`config.mk`:
```
export PLATFORM = sky130hd
export DESIGN_NAME = cpu_run_monitor
export DESIGN_NICKNAME = d
export VERILOG_FILES = /design/src/rtl/cpu_run_monitor.sv
export SDC_FILE = /design/constraint.sdc
export NUM_CORES = 1
export LEC_CHECK = 0
export BUFFER_PORTS_ARGS = -buffer_cell sky130_fd_sc_hd__buf_2
export CAP_MARGIN = 10
export CORE_ASPECT_RATIO = 1.2
export CORE_MARGIN = 5
export CORE_UTILIZATION = 48
export CTS_CLUSTER_SIZE = 8
export DETAILED_ROUTE_END_ITERATION = 12
export PLACE_DENSITY = 0.87
export SLEW_MARGIN = 5
export SYNTH_ARGS = -nofsm -noshare
export SYNTH_HDL_FRONTEND = slang
export SYNTH_SLANG_ARGS = --single-unit
```
`constraint.sdc`:
```
create_clock -name clock -period 3.2 [get_ports clock]
set_input_delay 0.16 -clock clock [delete_from_list [all_inputs] [get_ports clock]]
set_output_delay 0.16 -clock clock [all_outputs]
set_load 0.005 [all_outputs]
```
`src/rtl/cpu_run_monitor.sv`:
```
// Run-control observer for the single-cycle MIPS core: decodes MARS-style syscalls from the
// retired-instruction stream, reports halt/exit/console events and enforces a cycle budget.
module cpu_run_monitor #(
  parameter int unsigned CYCLE_LIMIT = 50000,
  parameter int unsigned CNT_W       = 32
) (
  input  logic             clock,
  input  logic             reset,
  input  logic             instr_valid,
  input  logic [31:0]      instr,
  input  logic [31:0]      pc,
  input  logic [31:0]      v0,
  input  logic [31:0]      a0,
  output logic             halted,
  output logic             timeout,
  output logic [31:0]      exit_code,
  output logic [31:0]      halt_pc,
  output logic [CNT_W-1:0] cycle_count,
  output logic [CNT_W-1:0] instr_count,
  output logic             print_valid,
  output logic [1:0]       print_kind,
  output logic [31:0]      print_data,
  output logic             bad_syscall
);

  typedef enum logic [1:0] {StRun, StHalted, StTimeout} state_e;

  localparam logic [CNT_W-1:0] LimitM1 = CNT_W'(CYCLE_LIMIT - 1);
  localparam logic [CNT_W-1:0] CntMax  = '1;
  localparam logic [CNT_W-1:0] CntOne  = CNT_W'(1);

  state_e           state_q, state_d;
  logic [CNT_W-1:0] cycle_q, cycle_d;
  logic [CNT_W-1:0] icount_q, icount_d;
  logic [31:0]      exit_q, exit_d;
  logic [31:0]      hpc_q, hpc_d;
  logic             pvalid_q, pvalid_d;
  logic [1:0]       pkind_q, pkind_d;
  logic [31:0]      pdata_q, pdata_d;
  logic             bad_q, bad_d;
  logic             is_sys;
  logic             is_exit;

  always_comb begin
    is_sys  = instr_valid && (instr[31:26] == 6'h00) && (instr[5:0] == 6'h0C);
    is_exit = is_sys && ((v0 == 32'd10) || (v0 == 32'd17));

    state_d  = state_q;
    cycle_d  = cycle_q;
    icount_d = icount_q;
    exit_d   = exit_q;
    hpc_d    = hpc_q;
    pvalid_d = 1'b0;
    pkind_d  = pkind_q;
    pdata_d  = pdata_q;
    bad_d    = bad_q;

    if (state_q == StRun) begin
      if (cycle_q != CntMax) cycle_d = cycle_q + CntOne;
      if (instr_valid) begin
        if (icount_q != CntMax) icount_d = icount_q + CntOne;
        hpc_d = pc;
      end
      if (is_sys) begin
        case (v0)
          32'd10: begin
            state_d = StHalted;
            exit_d  = 32'd0;
          end
          32'd17: begin
            state_d = StHalted;
            exit_d  = a0;
          end
          32'd1: begin
            pvalid_d = 1'b1;
            pkind_d  = 2'd0;
            pdata_d  = a0;
          end
          32'd11: begin
            pvalid_d = 1'b1;
            pkind_d  = 2'd1;
            pdata_d  = {24'b0, a0[7:0]};
          end
          32'd4: begin
            pvalid_d = 1'b1;
            pkind_d  = 2'd2;
            pdata_d  = a0;
          end
          default: bad_d = 1'b1;
        endcase
      end
      // An exit in the budget's last cycle takes priority over the timeout.
      if (!is_exit && (cycle_q == LimitM1)) state_d = StTimeout;
    end
  end

  always_ff @(posedge clock) begin
    if (reset) begin
      state_q  <= StRun;
      cycle_q  <= '0;
      icount_q <= '0;
      exit_q   <= '0;
      hpc_q    <= '0;
      pvalid_q <= 1'b0;
      pkind_q  <= '0;
      pdata_q  <= '0;
      bad_q    <= 1'b0;
    end else begin
      state_q  <= state_d;
      cycle_q  <= cycle_d;
      icount_q <= icount_d;
      exit_q   <= exit_d;
      hpc_q    <= hpc_d;
      pvalid_q <= pvalid_d;
      pkind_q  <= pkind_d;
      pdata_q  <= pdata_d;
      bad_q    <= bad_d;
    end
  end

  assign halted      = (state_q == StHalted);
  assign timeout     = (state_q == StTimeout);
  assign exit_code   = exit_q;
  assign halt_pc     = hpc_q;
  assign cycle_count = cycle_q;
  assign instr_count = icount_q;
  assign print_valid = pvalid_q;
  assign print_kind  = pkind_q;
  assign print_data  = pdata_q;
  assign bad_syscall = bad_q;

endmodule

```
======== Yosys cells after proc, flatten, opt, wreduce, memory -nomap -nowiden ========
Cells that the tools add are included.
word-level totals
  latch bits .............................. 0
  input port bits ......................... 131
  memory bits (read-only) ................. 0
  output and inout port bits .............. 166
  memories ................................ 0
  RAM bits ................................ 0
  logic and storage cells ................. 58
  flip-flop bits (word level) ............. 166
cells by class
  $add $sub $neg .......................... 2
  equal/unequal tests ..................... 11
  bitwise gates (word level) .............. 3
  shifts and indexed selects .............. 0
  div/mod/pow operators ................... 0
  multiplexer cells ....................... 7
  reductions and logical operators ........ 26
  magnitude comparators ................... 0
  $mul .................................... 0
operators with widths
  cell                   number
  $pmux 32 s2            2
  $add 32x1->32 const B  2
  $eq 32x4->1 const B    2
  $ne 32x32->1 const B   2
  $eq 32x1->1 const B    1
  $eq 32x16->1 const B   1
  $eq 32x3->1 const B    1
  $eq 32x5->1 const B    1
  $reduce_and 3->1       6
  $reduce_bool 2->1      4
  $eq 6x4->1 const B     1
  $logic_not 6->1        1
  $mux 2                 3
  $pmux 2 s3             1
  $reduce_or 3->1        2
  $reduce_or 5->1        1
  $logic_and 1x1->1      4
  $reduce_and 2->1       2
  $reduce_or 2->1        2
  $not 1->1              3
  $reduce_bool 3->1      1
  $eq 2x1->1 const B     1
  $eq 2x2->1 const B     1
  $logic_not 2->1        1
  other kinds (3)        3

======== Depth between registers and ports, before layout ========
  word-level depth ........................ 8
  mapped depth ............................ 8
  gate-level depth less buffers ........... 6

======== Worst setup path before layout ========
Ideal clock, no wire load.
  path type ............................... register -> register
  start point ............................. register cycle_q[0] (netlist: cycle_count[0])
  end point ............................... register cycle_q[1] (netlist: cycle_count[1])
  stages on the path, launching flop included .. 9
  slack ................................... 0.963 ns
  data required time ...................... 3.072 ns
  library setup time ...................... 0.128 ns
  buffers on the path ..................... 2
  clock period less this slack ............ 2.237 ns
  arrival ................................. 2.109 ns
  path through ............................ dfxtp_1 ha_1 nand3_1 or4_1 o31ai_2 buf_2 buf_4 mux2i_1 nor2_1
between the ends
  cells in the longest elaborated chain, start to end .. 2
  elaborated cells on any way between the ends .. 3
  classes of those cells .................. add/sub (1); eq/ne (1); reduce/logical (1)
ends and longest elaborated chain
  element                                                                line  RTL
  start: declaration                                                     33    logic [CNT_W-1:0] cycle_q, cycle_d;
  start signal: assignment                                               110   cycle_q <= cycle_d;
  parallel branches: the longest is 2 deep, another holds $add 32x1->32  --
Several ways; the timed one is not identified.
A chain may end at the register's enable or synchronous reset.

======== Worst setup path after layout ========
Same ends and word-level chain as after synthesis.

==> reports/results.md <==
## Status
* complete, no violations — run status

## Setup path
* 3.49 ns — required time of the critical path
* 7 — worst reg-to-reg path cell count
* or4_1 — slowest cell on the critical path
* 1 — CP bufs+invs
* flip-flop — type of element capturing the critical path
* 7 — cell depth of the worst setup path
* simple AND/OR/NAND/NOR gates — crit-path leading delay family
* cycle_count[0] — Critical R2R Launch
* cycle_count[0] — worst setup path start
* flip-flop to flip-flop — critical path type
* ha_1 -> nand3_1 -> or4_1 -> o31ai_4 -> buf_4 -> mux2i_1 -> nor2_1 — cell-by-cell listing of the critical path
* flip-flop — Startpoint Class
* 24 — Worst Path Max Fanout
* 2.90 ns — arrival time at the worst endpoint
* 0.60 ns — delay of the slowest cell on the worst path

## Clocking
* 0 — number of instances resized during post-cts repair
* built — TritonCTS clock tree
* 2 — maximum clock insertion buffer count
* 0 — post-CTS setup buffers
* 0.07 ns — clock transition at the registers of the reported paths
* 4 — H-tree depth reported by CTS
* 0.43 ns — Worst-Skew Late Latency
* clkbuf_16 — Root Driver
* 17 — total clock buffers created by CTS
* 166 — clk sink count
* 64 — post-cts hold buffer count

## STA
* false — unrepaired setup endpoints after global routing
* 0 — hold violation total from the final report
* 0 ns — aggregate negative setup slack
* 1.13 ns — transition at the pin with the smallest max-transition slack
* 0 — total of endpoints with negative setup slack in the final report
* 2.61 ns — Final Critical Period
* 384 MHz — Max Clk Rate
* 0 — max-slew violations
* 0.0119 ns — worst-case clock skew
* 0.814 — final worst-path cycle share
* 0.243 — headroom to the max-slew limit

## Synth
* 0 — count of flip-flops with a built-in enable after synthesis
* 0.00368 — arithmetic-cell share of the synthesized area counting full adders, half adders and majority gates
* dfxtp_1 — most frequently used flop master after synthesis
* 0 — count of yosys warnings during synthesis
* 8.88 um2 — mean instance size in the synthesized netlist
* 0.0155 — fraction of synthesized cell area in xor and xnor cells
* 0.0145 — proportion of synthesized area in mux cells
* 166 — register bit count reported by yosys
* dfxtp_1 — cell type with the highest aggregate area in the netlist
* dfxtp_1 — most frequently used cell type in the post-synthesis netlist
* 48 — count of distinct cell types in the synthesized netlist
* 0 — asr flop ratio synth
* dfxtp_1, nand2_1, a21oi_1 — leading cell types by count after synthesis
* simple AND/OR/NAND/NOR gates — dominant combinational cell family by area after synthesis
* dfxtp_1, a22o_1, a21oi_1 — synth top area cells
* 899 — Synthesized Nets
* 0.489 — proportion of netlist area held by the largest area contributor
* 0.237 — post-synthesis simple-gate area fraction
* 766 — post-synthesis cell count
* 0.489 — share of synthesized area occupied by flip-flops and latches
* 0.202 — compound-cell area share of the yosys netlist
* 6800 um2 — combined area of all synthesized cells

## Global route
* 0 — grt total ovfl
* 3 — antenna violations before repair
* 7102 — number of global-route vias before repair
* 76 — maximum number of pins on one net before global-route repair
* 0.268 — global-route total usage across every layer
* 36500 um — global-route wire length before repair

## Worst hold path
* 4 — cell depth of the worst min-delay path
* v0[1] — critical hold path startpoint
* input pin to flip-flop — Min-Delay Path Class

## Cells and area
* 0.688 — Final Core Density
* 1002 — number of filler instances in the final layout
* 9550 um2 — total non-filler cell area in the finished layout
* 0.310 — fraction of final layout cells sized beyond drive strength 1
* 1274 — filler-free cell count of the finished design
* 40.4% — area growth from synthesis to layout
* 1222 — count of nets after finishing

## Detailed routing
* 23400 um — drt total wl
* 5.85 — post-DR vias/cell
* 0 — number of nets still failing antenna checks after routing
* 5 — length of the first detailed-routing pass in iterations
* 18.4 um — Routed wire per std cell
* 7448 — number of vias after detailed routing
* 561 — violation count after the first detailed-route iteration
* 0 — detailed-route DRC error count

## Placed design
* 15600 um — DPL Wire Length
* 8310 um2 — Placed Area
* 276 — I/O Buffers
* 1177 — cell count after placement
* 0.869 — final weighted congestion of routability-driven global placement

## Die
* 297 — io pins
* 16700 um2 — Die Area
* 0.490 — initial cell density of the core
* 119 um — horizontal die dimension
* 13900 um2 — Std-Cell Core Area
* 47 — Cell Rows
* 140 um — Die Height

## Pwr
* 470 nW/um2 — ratio of total power to cell area
* 4.10 nW — leakage component of the power
* 0.000264 V — IR drop worst, VDD

## Run
* 0 — Max-cap violations

[power by group]
group / internal, mW / switching (mW)
combinational: 0.148 / 0.152
clock: 1.12 / 0.951
sequential: 2.09 / 0.0191
total: 3.36 / 1.12
[cell usage in the layout, fill, tap and decap left out, types with 3 or more instances in the layout]
cell type,synthesis,routed
and4_1,5,5
nor3_1,15,14
nand4_1,18,18
nor4_1,17,17
or4_1,26,26
mux2_1,3,3
dfxtp_1,166,166
o21ai_0,35,35
buf_2,13,275
nand2_1,99,99
xor2_1,4,4
nand3_1,30,30
inv_6,0,5
a22o_1,57,57
nor2_1,33,33
clkbuf_16,0,17
inv_8,0,4
dlygate4sd3_1,0,64
o31ai_1,18,18
and2_1,4,4
or3_1,27,27
mux2_2,4,4
xnor2_1,8,8
a21oi_1,89,87
nor2b_1,8,8
buf_4,4,15
and3_1,4,4
inv_1,11,11
or2_2,4,4
[flip-flops by register name, indices dropped and copies added (netlist names)]
signal,flops
instr_count,32
print_valid,1
bad_syscall,1
print_kind,2
print_data,32
halt_pc,32
exit_code,32
state_q,2
cycle_count,32
[layout make-up]
cell class / count / area [um2] / area share
diodes: 1 / 2.50 / 0.000262
clock inverters: 15 / 176 / 0.0185
well taps: 171 / 214 / 0.0224
repair buffers: 354 / 2130 / 0.223
multi-input cells: 539 / 3240 / 0.339
flip-flops and latches: 166 / 3320 / 0.348
inverters: 11 / 41.3 / 0.00432
clock buffers: 17 / 425 / 0.0445
[cell families after synthesis]
| group | Yosys count |
|---|---|
| compound gates | 212 |
| xor+xnor | 12 |
| fa+ha+maj | 2 |
| buf+inv | 61 |
| flops | 166 |
| mux | 9 |
| simple gates | 304 |
[final timing paths]
| check | endpoint | slack [ns] |
|---|---|---|
| hold reg to reg | halt_pc[18] | 0.45 |
| setup reg to reg | cycle_count[1] | 0.59 |
| hold / removal | print_kind[0] | 0.23 |
| setup / recovery | cycle_count[1] | 0.59 |
[per-layer routing]
metal	global-route usage	share of wire	vias to the layer above
met1	0.315	0.39	3482
met4	0.142	0.043	4
met3	0.0742	0.084	81
met5	0	0.0012	-
li1	-	-	3483
met2	0.447	0.48	398
[tightest hold or removal path: stages]
cell and delay (ns):
buf_2 0.12, and3_1 0.17, nand3_1 0.09, a21oi_1 0.06
[through the flow]
step	setup slack, ns	hold slack, ns	power (mW)
after detailed placement	0.620	0.389	2.39
after floorplan	0.963	0.286	2.25
final	0.595	0.233	4.49
after CTS	0.605	0.199	4.50
after global routing	0.372	0.257	4.63
after global placement	0.692	0.383	2.38
Power figures use the tool's default switching activity.
